===== src/rtl/clock_pkg.sv =====
// Shared definitions for the clock-setting path: digit widths, BCD limits,
// controller state encoding and the time-of-day helpers.
package clock_pkg;

   localparam int HOUR1_W = 2;
   localparam int HOUR2_W = 4;
   localparam int MIN1_W  = 3;
   localparam int MIN2_W  = 4;
   localparam int SEC1_W  = 3;
   localparam int SEC2_W  = 4;

   localparam logic [HOUR1_W-1:0] HOUR1_MAX       = 2'd2;
   localparam logic [HOUR2_W-1:0] HOUR_WRAP_UNITS = 4'd3;
   localparam logic [MIN1_W-1:0]  TENS_MAX        = 3'd5;
   localparam logic [MIN2_W-1:0]  UNITS_MAX       = 4'd9;

   typedef enum logic {
      WAIT = 1'b0,
      RUN  = 1'b1
   } state_t;

   typedef struct packed {
      logic [HOUR1_W-1:0] hour1;
      logic [HOUR2_W-1:0] hour2;
      logic [MIN1_W-1:0]  min1;
      logic [MIN2_W-1:0]  min2;
      logic [SEC1_W-1:0]  sec1;
      logic [SEC2_W-1:0]  sec2;
   } time_t;

   // A set value is usable only if every digit is a legal 24-hour BCD digit.
   function automatic logic time_valid(input time_t t);
      logic hour_ok;
      hour_ok = (t.hour1 <= HOUR1_MAX) && (t.hour2 <= UNITS_MAX) &&
                ((t.hour1 < HOUR1_MAX) || (t.hour2 <= HOUR_WRAP_UNITS));
      return hour_ok &&
             (t.min1 <= TENS_MAX) && (t.min2 <= UNITS_MAX) &&
             (t.sec1 <= TENS_MAX) && (t.sec2 <= UNITS_MAX);
   endfunction

   // Advance by one second with a cascaded BCD carry; 23:59:59 wraps to 00:00:00.
   function automatic time_t time_inc(input time_t t);
      time_t r;
      r = t;
      if (t.sec2 != UNITS_MAX) begin
         r.sec2 = t.sec2 + 4'd1;
      end else begin
         r.sec2 = '0;
         if (t.sec1 != TENS_MAX) begin
            r.sec1 = t.sec1 + 3'd1;
         end else begin
            r.sec1 = '0;
            if (t.min2 != UNITS_MAX) begin
               r.min2 = t.min2 + 4'd1;
            end else begin
               r.min2 = '0;
               if (t.min1 != TENS_MAX) begin
                  r.min1 = t.min1 + 3'd1;
               end else begin
                  r.min1 = '0;
                  if ((t.hour1 == HOUR1_MAX) && (t.hour2 == HOUR_WRAP_UNITS)) begin
                     r.hour1 = '0;
                     r.hour2 = '0;
                  end else if (t.hour2 == UNITS_MAX) begin
                     r.hour2 = '0;
                     r.hour1 = t.hour1 + 2'd1;
                  end else begin
                     r.hour2 = t.hour2 + 4'd1;
                  end
               end
            end
         end
      end
      return r;
   endfunction

endpackage


===== src/rtl/time_keeper_tick_gen.sv =====
// Prescaler: counts enabled cycles and flags the terminal count, on which it
// wraps to zero. A clear overrides counting.
module tick_gen #(
   parameter int TICKS_PER_SEC = 100000000,
   parameter int PRESC_W       = 27
) (
   input  logic clk,
   input  logic reset,
   input  logic en,
   input  logic clr,
   output logic tick
);

   logic [PRESC_W-1:0] count;

   // Terminal flag; the consumer registers it, so it stays internal to the block.
   assign tick = en && (count == PRESC_W'(TICKS_PER_SEC - 1));

   // Prescaler count; clear has priority, then wrap on terminal, else increment.
   always_ff @(posedge clk) begin
      // NOTE: reset is sampled on the clock edge (synchronous), so it lives inside the clocked branch, not the sensitivity list.
      if (!reset) begin
         count <= '0;
      end else if (clr) begin
         count <= '0;
      end else if (en) begin
         count <= tick ? '0 : count + 1'b1;
      end
   end

endmodule


===== src/rtl/time_keeper.sv =====
// Wall-clock time keeper: loads validated HH:MM:SS digits on a rising edge of
// load and then advances once per second in 24-hour format.
module time_keeper
   import clock_pkg::*;
#(
   parameter int TICKS_PER_SEC = 100000000,
   parameter int PRESC_W       = 27
) (
   input  logic               clk,
   input  logic               reset,
   input  logic               load,
   input  logic               run,
   input  logic [HOUR1_W-1:0] set_hour1,
   input  logic [HOUR2_W-1:0] set_hour2,
   input  logic [MIN1_W-1:0]  set_min1,
   input  logic [MIN2_W-1:0]  set_min2,
   input  logic [SEC1_W-1:0]  set_sec1,
   input  logic [SEC2_W-1:0]  set_sec2,
   output logic [HOUR1_W-1:0] hour1,
   output logic [HOUR2_W-1:0] hour2,
   output logic [MIN1_W-1:0]  min1,
   output logic [MIN2_W-1:0]  min2,
   output logic [SEC1_W-1:0]  sec1,
   output logic [SEC2_W-1:0]  sec2,
   output logic               sec_tick,
   output logic               load_err,
   output logic               running
);

   state_t state;
   time_t  cur;
   time_t  set_t;
   logic   load_q;
   logic   load_edge;
   logic   load_ok;
   logic   tick;

   assign set_t     = '{hour1: set_hour1, hour2: set_hour2, min1: set_min1,
                        min2: set_min2, sec1: set_sec1, sec2: set_sec2};
   assign load_edge = load & ~load_q;
   assign load_ok   = time_valid(set_t);

   // A valid load restarts the second so the loaded time is shown for a full second.
   tick_gen #(
      .TICKS_PER_SEC (TICKS_PER_SEC),
      .PRESC_W       (PRESC_W)
   ) u_tick_gen (
      .clk   (clk),
      .reset (reset),
      .en    ((state == RUN) && run),
      .clr   (load_edge && load_ok),
      .tick  (tick)
   );

   // Controller: load edge detection, load/advance of the time and the status pulses.
   always_ff @(posedge clk) begin
      // NOTE: every register here uses <= so all of them see pre-edge values, independent of statement order.
      if (!reset) begin
         state    <= WAIT;
         cur      <= '0;
         load_q   <= 1'b0;
         sec_tick <= 1'b0;
         load_err <= 1'b0;
      end else begin
         load_q   <= load;
         sec_tick <= 1'b0;
         load_err <= 1'b0;
         if (load_edge && load_ok) begin
            // A load wins over a coincident terminal count.
            cur   <= set_t;
            state <= RUN;
         end else begin
            if (load_edge) begin
               load_err <= 1'b1;
            end
            if (tick) begin
               cur      <= time_inc(cur);
               sec_tick <= 1'b1;
            end
         end
      end
   end

   assign hour1   = cur.hour1;
   assign hour2   = cur.hour2;
   assign min1    = cur.min1;
   assign min2    = cur.min2;
   assign sec1    = cur.sec1;
   assign sec2    = cur.sec2;
   assign running = (state == RUN);

endmodule


===== config.mk =====
export PLATFORM = sky130hd
export DESIGN_NAME = time_keeper
export DESIGN_NICKNAME = d
export VERILOG_FILES = /design/src/rtl/clock_pkg.sv /design/src/rtl/time_keeper_tick_gen.sv /design/src/rtl/time_keeper.sv
export SDC_FILE = /design/constraint.sdc
export NUM_CORES = 1
export LEC_CHECK = 0
export BUFFER_PORTS_ARGS = -buffer_cell sky130_fd_sc_hd__buf_2
export CORE_ASPECT_RATIO = 0.8
export CORE_MARGIN = 4
export CORE_UTILIZATION = 25
export DETAILED_ROUTE_END_ITERATION = 10
export GPL_ROUTABILITY_DRIVEN = 0
export PLACE_DENSITY_LB_ADDON = 0.1
export SLEW_MARGIN = 20
export SYNTH_ARGS = -nofsm -noshare
export SYNTH_HDL_FRONTEND = slang
export SYNTH_SLANG_ARGS = --single-unit

===== constraint.sdc =====
create_clock -name clk -period 2.96 [get_ports clk]
set_input_delay 0.296 -clock clk [delete_from_list [all_inputs] [get_ports clk]]
set_output_delay 0.296 -clock clk [all_outputs]
set_load 0.02 [all_outputs]

; Word-level counts from Yosys, hierarchy flattened
; Index checks and enable logic that the tools add are counted.
[totals]
ff_bits = 51
latchBits = 0
mem_bits_rw = 0
mem_bits_ro = 0
input_bits = 24
out_inout_bits = 23
elab_cells = 76
n_memories = 0
[classes]
n_addsub = 7
n_mul = 0
div = 0
n_lt_le_gt_ge = 8
n_eq_ne = 12
n_shift = 0
n_mux = 16
n_bitwise = 3
n_reduce_logical = 19
[op_table]
columns = cell, count
row1 = 2-to-1 mux 20 bit, 2
row2 = "adder 27 x 1 -> 27 bit, second input constant", 1
row3 = "== test 27 bit, second input constant", 1
row4 = 2-to-1 mux 27 bit, 1
row5 = 2-to-1 mux 16 bit, 1
row6 = 2-to-1 mux 13 bit, 1
row7 = "adder 4 x 1 -> 4 bit, second input constant", 3
row8 = "<= comparator 4 bit, second input constant", 3
row9 = 2-to-1 mux 4 bit, 3
row10 = 2-to-1 mux 6 bit, 2
row11 = logical AND 1 bit, 10
row12 = 2-to-1 mux 9 bit, 1
row13 = "inequality test 2 x 1 -> 1 bit, second input constant", 4
row14 = "inequality test 4 bit, second input constant", 2
row15 = "adder 3 x 1 -> 3 bit, second input constant", 2
row16 = "<= comparator 3 bit, second input constant", 2
row17 = 2-to-1 mux 3 bit, 2
row18 = "inequality test 3 bit, second input constant", 2
row19 = AND reduction 6 bit, 1
row20 = AND reduction 5 bit, 1
row21 = "== test 4 x 2 -> 1 bit, second input constant", 1
row22 = "== test 4 bit, second input constant", 1
row23 = "<= comparator 4 x 2 -> 1 bit, second input constant", 1
row24 = AND reduction 4 bit, 1
row25 = 14 further kinds, 16

; Depth between registers and ports, before layout
; Gate-level depths: netlist of the first run.
[logic_depth]
depth_word = 10
ltp_mapped = 8

; By module
; A second synthesis of the first run with hierarchy kept.
[unflattened]
cells_unflattened = 328
hier_area_um2 = 2850.2
[by_module_without_submodules]
columns = module, n_inst, cells_each, area_each_um2, seq_area_each_um2
row1 = tick_gen, 1, 156, 1433.9, 540.5
row2 = time_keeper, 1, 172, 1416.4, 480.5

; Least setup slack after synthesis of the first run
; No wires, ideal clock.
[synth_timing]
path_type = register to register
from = register state (netlist: running)
to = register cur (netlist bit min1[1])
arrival_time_ps = 2260
t_required_ps = 2837
setup_slack_ps = 577
stages_incl_launch_ff = 7
n_path_buf = 1
synth_period_minus_slack_ps = 2383
cell_sequence = dfxtp_1 -> nand2_1 -> or4_4 -> clkbuf_1 -> or4_2 -> nand3_1 -> a21oi_1
[synth_between]
elab_chain_cells = 4
[synth_rtl]
columns = item, line
row1 = from (decl), time_keeper.sv:30  ; state_t state;
row2 = from (signal assigned), time_keeper.sv:59  ; state <= WAIT;
row3 = from (signal assigned), time_keeper.sv:71  ; state <= RUN;
row4 = logical AND 1 bit, time_keeper.sv:50  ; .en ((state == RUN) && run),
row5 = logical AND 1 bit, time_keeper_tick_gen.sv:17  ; assign tick = en && (count == PRESC_W'(TICKS_PER_SEC - 1));
row6 = nonzero test 2 bit (no line), --
row7 = AND reduction 4 bit (no line), --
row8 = to (signal assigned), time_keeper.sv:70  ; cur <= set_t;
row9 = to (signal assigned), time_keeper.sv:77  ; cur <= time_inc(cur);
row10 = to (decl), time_keeper.sv:31  ; time_t cur;
; No other way between the ends.
; A chain may end at the register's enable or synchronous reset.

; Worst setup path after layout of the first run
[layout_timing]
from = register u_tick_gen.count[0]
to = register cur (netlist bit sec2[3])
[layout_between]
elab_chain_cells = 3
[layout_rtl]
columns = item, line
row1 = from (decl), time_keeper_tick_gen.sv:14  ; logic [PRESC_W-1:0] count;
row2 = from (signal assigned), time_keeper_tick_gen.sv:27  ; count <= tick ? '0 : count + 1'b1;
row3 = == test 27 bit, time_keeper_tick_gen.sv:17
row4 = logical AND 1 bit, time_keeper_tick_gen.sv:17
row5 = nonzero test 2 bit (no line), --
; No other way between the ends.

==> metrics.txt, run 1 <==
Core Region about 10,000 sq um; final WL 7300 um; internal power 0.00104 W; Setup Slack @ Placement 506 ps; synthesis warning total 0; cell area after layout between 3000 and 4000 sq um; CTS sink count 51; area leader, netlist dfxtp_1; slack of the critical path roughly 480 ps; Die X about 120 um; Die ar. 12,700 sq um; IO buf count 46; layout cells sized above 1 17.7%; IO Pins 47; setup TNS 0 ps; Total Routing Usage GR 11.9%; pin count of the biggest net entering global routing 26; cell area after placement 3100 sq um; TritonCTS Buffers 5; crit path capture type flip-flop; # rows 33; Main synth FF type dfxtp_1; maximum clock insertion buffer count 2; CTS root buf clkbuf_16; final-report setup violation count 0; hpwl dp 5440 um; initial antenna violation count 0; Seq/Total Area, Yosys between 30% and 40%; Min-Delay Path Class in2reg; via count 2,473; PwrDens 420 nW/um^2; Setup Skew around 3.5 ps; period utilization between 80% and 90%; net count after synthesis ~360; synth top area cells dfxtp_1 37%, xnor2_1 8.3%, nor2_1 6.9%, nand2_1 3.4%, nand3_1 3.3%; DRT Pass-1 Iters 4; Final Critical Period between 2000 and 2500 ps; nets 404; status complete, no violations; crit path DAT about 2700 ps; H-tree depth 2; DRC violations left 0; clk slew on worst S/H paths 70 ps; hold buffers post-CTS 0; Req. time, crit path around 3200 ps; Flop pwr share 51.6%; Die Y between 100 and 150 um; peak supply drop 0.000185 V; CTS tree yes; Mapped Cells between 300 and 400; Initial Util between 20% and 30%; clock power share between 40% and 50%; Area Growth Syn to Fin 18.5%; flops & latches, synth 51; mean routed wirelength per cell around 14 um; Startpoint Class flip-flop; leakage power 1.12 nW; Avg Cell Area, Syn 8.14 sq um; EDFF count, synth 0; post_cts resized 0; RSZ-0062 raised after global routing no; part of the power in combinational logic 6.5%; Cell variety after synth 52; Setup Crit Path Kind reg2reg; Synth Cell Area ~2700 sq um; share of the synthesized area in the top cell type 37.3%; initial DRC count 160; Via-to-Cell Ratio 4.77; number of slew-limit violations in the final report 0; Detail Route Antenna Nets 0; fill cell count between 1k and 1.5k; Synth async-reset ratio 0%; n_diodes 0; Post-CTS Setup Inserts 0; worst skew pair latency a little under 300 ps; switch share between 20% and 30%; Hold Fails Final Rpt 0; Max Clock Freq about 0.40 GHz; Slew HR 63.2%; worst-path fanout max 13; vias in the first global route around 2.3k; worst slew pin tran 548 ps; GR Overflow Total 0; first-pass GRT wire length 12,300 um; max-cap violation count 0; Psw 0.000322 W
==> power by group through the flow <==
stage,Combinational (W),Clock (W),Sequential (W)
after floorplan,0.0000415,0,0.000725
after CTS,0.0000901,0.000593,0.000703
final,0.0000880,0.000571,0.000703
after global routing,0.0000996,0.000615,0.000705
after global placement,0.0000900,0,0.000719
after detailed placement,0.0000895,0,0.000719
==> state kept, by name, summed over array words and instances (netlist names) <==
register	cells
load_err	1
sec1	3
hour1	2
sec_tick	1
hour2	4
sec2	4
min2	4
u_tick_gen.count	27
load_q	1
min1	3
running	1
==> cell usage in the layout, fill, tap and decap left out, types with 4 or more instances in the layout <==
cell        n
nor2_1     50
a211oi_1    4
inv_1       8
o21ai_0    13
nand3_1    18
a21oi_1    17
nor4_1      8
clkbuf_16   5
buf_2      46
nor3_1      8
nand4_1    12
xor2_1      5
dfxtp_1    51
xnor2_1    26
and3_1      6
nor2b_1     8
mux2i_1     7
or3_1       5
nand2_1    25
and2_1      4
==> per-layer routing <==
| metal | routed length, um | global-route usage, % | up-vias | part of all wire [%] |
|---|---|---|---|---|
| met4 | 70 | 3.08 | 0 | 0.96 |
| li1 | - | - | 1285 | - |
| met5 | 0 | 0 | - | 0 |
| met2 | 2950 | 17.1 | 40 | 40 |
| met1 | 3970 | 17.5 | 1141 | 54 |
| met3 | 303 | 3.32 | 7 | 4.2 |
==> cell type report <==
type | instances | area [sq um] | area share (%)
Tap cell | 140 | 175 | 5.40
Clock inverter | 1 | 5.00 | 0.154
Clock buffer | 7 | 133 | 4.09
Inverter | 8 | 30.0 | 0.926
Sequential cell | 51 | 1020 | 31.5
Multi-Input combinational cell | 262 | 1630 | 50.1
Timing Repair Buffer | 49 | 253 | 7.80
==> stage by stage <==
stage / std cells / util, % / power [W] / hold WS [ps]
6_report: 518 / 31.0 / 0.00136 / 219
5_1_grt: 518 / 31.0 / 0.00142 / 233
4_1_cts: 518 / 31.0 / 0.00139 / 212
3_5_place_dp: 510 / 29.7 / 0.000809 / 484
3_3_place_gp: 510 / 29.7 / 0.000809 / 486
2_1_floorplan: 336 / - / 0.000767 / 418
==> final timing paths <==
path / startpoint / endpoint / slack (ps) / depth (start not counted)
setup / recovery: u_tick_gen.count[0]$_SDFFE_PP0P_ / sec2[3]$_SDFFE_PN0P_ / 480 / 6
hold / removal: load / load_q$_SDFF_PN0_ / 220 / 2
setup reg to reg: u_tick_gen.count[0]$_SDFFE_PP0P_ / sec2[3]$_SDFFE_PN0P_ / 480 / 6
hold reg to reg: u_tick_gen.count[1]$_SDFFE_PP0P_ / u_tick_gen.count[1]$_SDFFE_PP0P_ / 490 / 2
==> synth_stat cells (2+ instances only) <==
cell       instances
o211ai_1           3
dfxtp_1           51
clkbuf_1          11
and2_1             4
nand4_1           12
nor3_1             8
nor2_1            50
ha_1               3
nor2b_1            8
or4_1              2
nand2_1           25
a21oi_1           17
nand4b_1           3
or3_4              2
mux2i_1            7
o22ai_1            3
and4_1             2
buf_2              3
a31oi_1            2
xnor2_1           26
nand4bb_1          3
a211oi_1           4
xor2_1             5
o21ai_0           13
or3_1              5
nor4_1             8
nand3_1           18
and3_1             6
or4_2              2
inv_1              8
==> worst max-delay path, stage by stage (launching register included) <==
cell	delay, ps
dfxtp_1	390
ha_1	180
nand3_1	120
or4_4	650
or3_4	420
or4b_1	470
a31oi_1	160
==> cell families (layout without fill, tap and decap cells) <==
logic type | count (synthesis) | in the layout | synth area share [%]
and+or+nand+nor | 170 | 170 | 34.0
buffers and inverters | 23 | 65 | 3.29
DFF | 51 | 51 | 37.3
AOI/OAI and AO/OA | 50 | 50 | 11.1
muxes | 8 | 8 | 2.97
adders and majority gates | 3 | 3 | 1.37
xor gates and xnor gates | 31 | 31 | 9.92
Note: power is estimated with default switching activity, not from simulation.
==> run 2, diff against run 1 <==
clock period = 2.5 ns   (was 2.96 ns; I/O delays follow)
==> run 2 against run 1 <==
Critical path depth decreased by 1. Global-route usage increased by 0.051 points. Clock power is 20% higher. Utilization grew 1.7 points. Setup slack worse by 410 ps. Sequential share of layout area shrank 1.7 points.
==> metrics.txt, run 2 (synthesis gave the netlist of run 1 again) <==
status complete, no violations; most frequent cells in the layout 51 x dfxtp_1, 50 x nor2_1, 46 x buf_2; Total Routing Usage GR 12.0% (+0.051 points); leakage power 1.23 nW (+9.1%); IO Pins 47 (unchanged); Detail Route Antenna Nets 0 (unchanged); nets 425 (+5.2%); slack of the critical path 64.7 ps (-414 ps); CTS sink count 51 (unchanged); layout cells sized above 1 22.6% (+4.8 points); initial DRC count 159 (-0.63%); Final Critical Period 2440 ps (-45.8 ps); H-tree depth 2 (unchanged); hold buffers post-CTS 0 (unchanged); period utilization 97.4% (+14 points); CTS root buf clkbuf_16; peak supply drop 0.000227 V (+23%); Die X 125 um (unchanged); clk slew on worst S/H paths 70 ps (about the same); via count 2,564 (+3.7%); Setup Skew 10.6 ps (+7.10 ps); WL met1 4010 um (+0.93%); first-pass GRT wire length 12,300 um (-0.28%); Startpoint Class flip-flop; Setup Crit Path Kind reg2reg; Initial Util 26.2% (unchanged); RSZ-0062 raised after global routing yes; Largest Register u_tick_gen.count; vias in the first global route 2,391 (+2.6%); final-report setup violation count 0 (unchanged); Setup Slack @ Placement 114 ps (-392 ps); CTS tree yes; IO buf count 46 (unchanged); crit path DAT 2660 ps (-40 ps); Slew HR 70.7% (+7.5 points); post-layout util 32.8% (+1.7 points); Min-Delay Path Class in2reg; DRT Pass-1 Iters 4 (unchanged); PwrDens 475 nW/um^2 (+13%); Hold Fails Final Rpt 0 (unchanged); crit path capture type flip-flop; final WL 7630 um (+4.6%); Area Growth Syn to Fin 25.1%; number of flip-flops in the largest register 27 (unchanged); initial antenna violation count 0 (unchanged); DR top layer met4; cell area after layout 3420 sq um (+5.6%); # rows 33 (unchanged); met3 routed WL 332 um (+9.6%); mean routed wirelength per cell 14.2 um (+0.52%); worst skew pair latency 290 ps (about the same); fill cell count 1,136 (-0.53%); Req. time, crit path 2720 ps (-460 ps); Max Clock Freq 0.411 GHz (+1.9%); cell area after placement 3250 sq um (+4.8%); Die ar. 12,700 sq um (unchanged); Die Y 102 um (unchanged); Via-to-Cell Ratio 4.76 (-0.36%); number of slew-limit violations in the final report 0 (unchanged); hpwl dp 5650 um (+3.8%); max-cap violation count 0 (unchanged); routed wl met2 3200 um (+8.6%); maximum clock insertion buffer count 2 (unchanged); TritonCTS Buffers 5 (unchanged); commonest non-fill, non-tap cell in the layout dfxtp_1; worst-path fanout max 5 (-8); DRC violations left 0 (unchanged); n_diodes 0 (unchanged); GR Overflow Total 0 (unchanged); Core Region 10,400 sq um (unchanged); pin count of the biggest net entering global routing 26 (unchanged); worst slew pin tran 433 ps (-115 ps)
run 2: power breakdown:
part           internal [W]  switching (W)  leakage, nW
sequential         0.000821      0.0000104        0.412
combinational     0.0000431      0.0000675        0.747
clock              0.000371       0.000314       0.0669
total               0.00123       0.000392         1.23
run 2: what timing repair did:
| item | 4_1_cts | 5_1_grt |
|---|---|---|
| setup buffers | 0 | 2 |
| gates resized for setup | 0 | 1 |
| endpoints found under the setup margin | 0 | 2 |
run 2: cell type report:
type	count	area, sq um	area share, %
tap	140	175	5.12
clock inverter	2	12.5	0.366
timing repair buffer	69	415	12.1
clock buffer	6	129	3.77
multi-input combinational	263	1640	47.9
sequential	51	1020	29.8
inverter	8	30.0	0.878
run 2: worst max-delay path, cell delays in order, from the launching register on:
cell     delay (ps)
dfxtp_1         350
or3_4           400
or4_4           560
or3_4           420
or4_1           470
a31oi_1         170
run 2: path summary, 6_finish.rpt:
path / startpoint / endpoint / slack, ps / depth (start not counted)
setup / recovery: u_tick_gen.count[8]$_SDFFE_PP0P_ / min2[3]$_SDFFE_PN0P_ / 60 / 5
hold / removal: load / load_q$_SDFF_PN0_ / 170 / 2
setup reg to reg: u_tick_gen.count[8]$_SDFFE_PP0P_ / min2[3]$_SDFFE_PN0P_ / 60 / 5
hold reg to reg: hour1[1]$_SDFFE_PN0P_ / hour1[1]$_SDFFE_PN0P_ / 520 / 2
run 2: per-layer routing:
| metal | vias up | global-route usage (%) |
|---|---|---|
| met3 | 8 | 2.90 |
| met2 | 48 | 17.5 |
| met4 | 0 | 3.50 |
| met5 | - | 0 |
| li1 | 1325 | - |
| met1 | 1183 | 17.4 |
run 2: through the flow:
| stage | power (W) | setup TNS, ps | hold slack [ps] | instances |
|---|---|---|---|---|
| after CTS | 0.00165 | 0 | 161 | 536 |
| after detailed placement | 0.000962 | 0 | 468 | 528 |
| final | 0.00163 | 0 | 169 | 539 |
| after global routing | 0.00170 | -33.1 | 185 | 539 |
| after floorplan | 0.000908 | 0 | 372 | 336 |
| after global placement | 0.000962 | 0 | 467 | 528 |
==> run 3, diff against run 2 <==
CORE_ASPECT_RATIO = 2   (was 0.8)
==> run 3 against run 2 <==
Setup slack improved by 21 ps. Worst hold slack about the same. Sequential share of layout area decreased by 0.058 points.
==> metrics.txt, run 3 (synthesis gave the netlist of run 1 again) <==
worst path cell trace or3_4 -> or4_2 -> buf_4 -> nor4b_1 -> xnor2_1 -> a21oi_1; n_diodes 0 (unchanged); Min-Delay Path Class in2reg; initial DRC count 85 (-47%); crit path capture type flip-flop; final-report setup violation count 0 (unchanged); worst skew pair latency 300 ps (about the same); Detail Route Antenna Nets 0 (unchanged); Die X 82.0 um (-34%); period utilization 96.6% (-0.85 points); Core Region 10,600 sq um (+1.6%); CTS sink count 51 (unchanged); Largest Register u_tick_gen.count; Req. time, crit path 2680 ps (-40 ps); first-pass GRT wire length 13,400 um (+9.7%); clk slew on worst S/H paths 70 ps (about the same); Worst R2R Path Depth 6 (+1); max-cap violation count 0 (unchanged); GR Overflow Total 0 (unchanged); RSZ-0062 raised after global routing no; via count 2,660 (+3.7%); peak supply drop 0.000246 V (+8.4%); critical path's largest stage delay 750 ps (+190 ps); layout cells sized above 1 23.8% (+1.2 points); crit path DAT 2600 ps (-60 ps); Final Critical Period 2410 ps (-21.3 ps); IO Pins 47 (unchanged); slack of the worst reg-to-reg path 90 ps (+20 ps); hpwl dp 6760 um (+20%); reg2reg start u_tick_gen.count[8]$_SDFFE_PP0P_; critical path's slowest cell or4_2; number of flip-flops in the largest register 27 (unchanged); Die Y 156 um (+54%); post-layout util 32.4% (-0.36 points); Die ar. 12,800 sq um (+0.72%); final WL 8730 um (+14%); Hold Fails Final Rpt 0 (unchanged); status complete, no violations; Area Growth Syn to Fin 25.6%; H-tree depth 2 (unchanged); fill cell count 1,184 (+4.2%); Setup Crit Path Kind reg2reg; Total Routing Usage GR 14.0% (+2.0 points); DRC violations left 0 (unchanged); IO buf count 46 (unchanged); maximum clock insertion buffer count 2 (unchanged); DRT Pass-1 Iters 4 (unchanged); CTS root buf clkbuf_16; leakage power 1.24 nW (+1.2%); Setup crit start u_tick_gen.count[8]$_SDFFE_PP0P_; Slew HR 67.0% (-3.7 points); initial antenna violation count 0 (unchanged); TritonCTS Buffers 5 (unchanged); RR Endpoint sec1[0]$_SDFFE_PN0P_; worst-path fanout max 5 (unchanged); mean routed wirelength per cell 16.3 um (+15%); Setup Skew 10.8 ps (+0.237 ps); sequential cell area 1020 sq um (+0.24%); multi-input logic area 1640 sq um (+0.23%); Critical Path End sec1[0]$_SDFFE_PN0P_; commonest non-fill, non-tap cell in the layout nor2_1; Max Clock Freq 0.414 GHz (+0.88%); number of slew-limit violations in the final report 0 (unchanged); Startpoint Class flip-flop; worst slew pin tran 489 ps (+55.5 ps); setup TNS 0 ps (unchanged); pin count of the biggest net entering global routing 26 (unchanged); vias in the first global route 2,604 (+8.9%); most frequent cells in the layout 50 x nor2_1, 49 x dfxtp_1, 46 x buf_2; # rows 53 (+61%); Initial Util 25.8% (-0.40 points); Via-to-Cell Ratio 4.95 (+4.1%); PwrDens 475 nW/um^2 (-0.10%); nets 427 (+0.47%); CTS tree yes
-- run 3: changes by cell type in the layout (fill, tap and decap cells not counted) --
cell,before,now
dfxtp_2,0,2
clkinvlp_4,1,0
clkinv_4,0,1
buf_4,22,24
or4_1,2,1
or4_4,1,2
clkbuf_1,1,0
dfxtp_1,51,49
-- run 3: worst max-delay path: cells and delay by family, from the launching register on --
family / cells / cell delay (ps)
flip-flops: 1 / 340
AO/OA/AOI/OAI: 1 / 90
XOR/XNOR: 1 / 160
AND/OR/NAND/NOR: 3 / 1520
buffers and inverters: 1 / 190
-- run 3: worst min path at each step --
| stage | from | end | slack [ps] | depth (start not counted) |
|---|---|---|---|---|
| after floorplan | load | load_q$_SDFF_PN0_ | 370 | 1 |
| after global placement | load | load_q$_SDFF_PN0_ | 480 | 2 |
| after detailed placement | load | load_q$_SDFF_PN0_ | 480 | 2 |
| after CTS | load | load_q$_SDFF_PN0_ | 170 | 2 |
| after global routing | load | load_q$_SDFF_PN0_ | 170 | 2 |
| final | load | load_q$_SDFF_PN0_ | 170 | 2 |
-- run 3: cell type report --
type | instances | area share [%]
inverters | 8 | 0.874
multi-input cells | 263 | 47.8
clock inverters | 2 | 0.400
well taps | 137 | 4.99
flip-flops and latches | 51 | 29.8
clock buffers | 5 | 3.64
repair buffers | 71 | 12.5
-- run 3: power by group --
group | internal [W] | total (W) | switching, W
registers | 0.000821 | 0.000831 | 0.0000101
clock network | 0.000367 | 0.000687 | 0.000321
logic | 0.0000442 | 0.000114 | 0.0000698
-- run 3: timing repair --
action / 4_1_cts / 5_1_grt
setup buffers: 0 / 4
endpoints found under the setup margin: 0 / 3
resized for setup: 0 / 4
hold buffers: 0 / 0
-- run 3: stage by stage --
step / cell area [sq um] / power, W / std cells / hold slack, ps / worst slack (ps)
after CTS: 3390 / 0.00166 / 532 / 165 / 75.0
after detailed placement: 3250 / 0.000966 / 525 / 476 / 88.0
after global placement: 3250 / 0.000967 / 525 / 476 / 123
final: 3440 / 0.00163 / 537 / 170 / 86.0
after global routing: 3440 / 0.00171 / 537 / 167 / 7.06
after floorplan: 2740 / 0.000908 / 336 / 372 / 117
-- run 3: routing by layer --
metal | vias up | global-route usage (%) | routed length (um)
met5 | - | 0 | 0
met4 | 0 | 4.75 | 180
met3 | 11 | 2.14 | 269
met2 | 47 | 28.2 | 5150
met1 | 1274 | 13.6 | 3130
li1 | 1328 | - | -
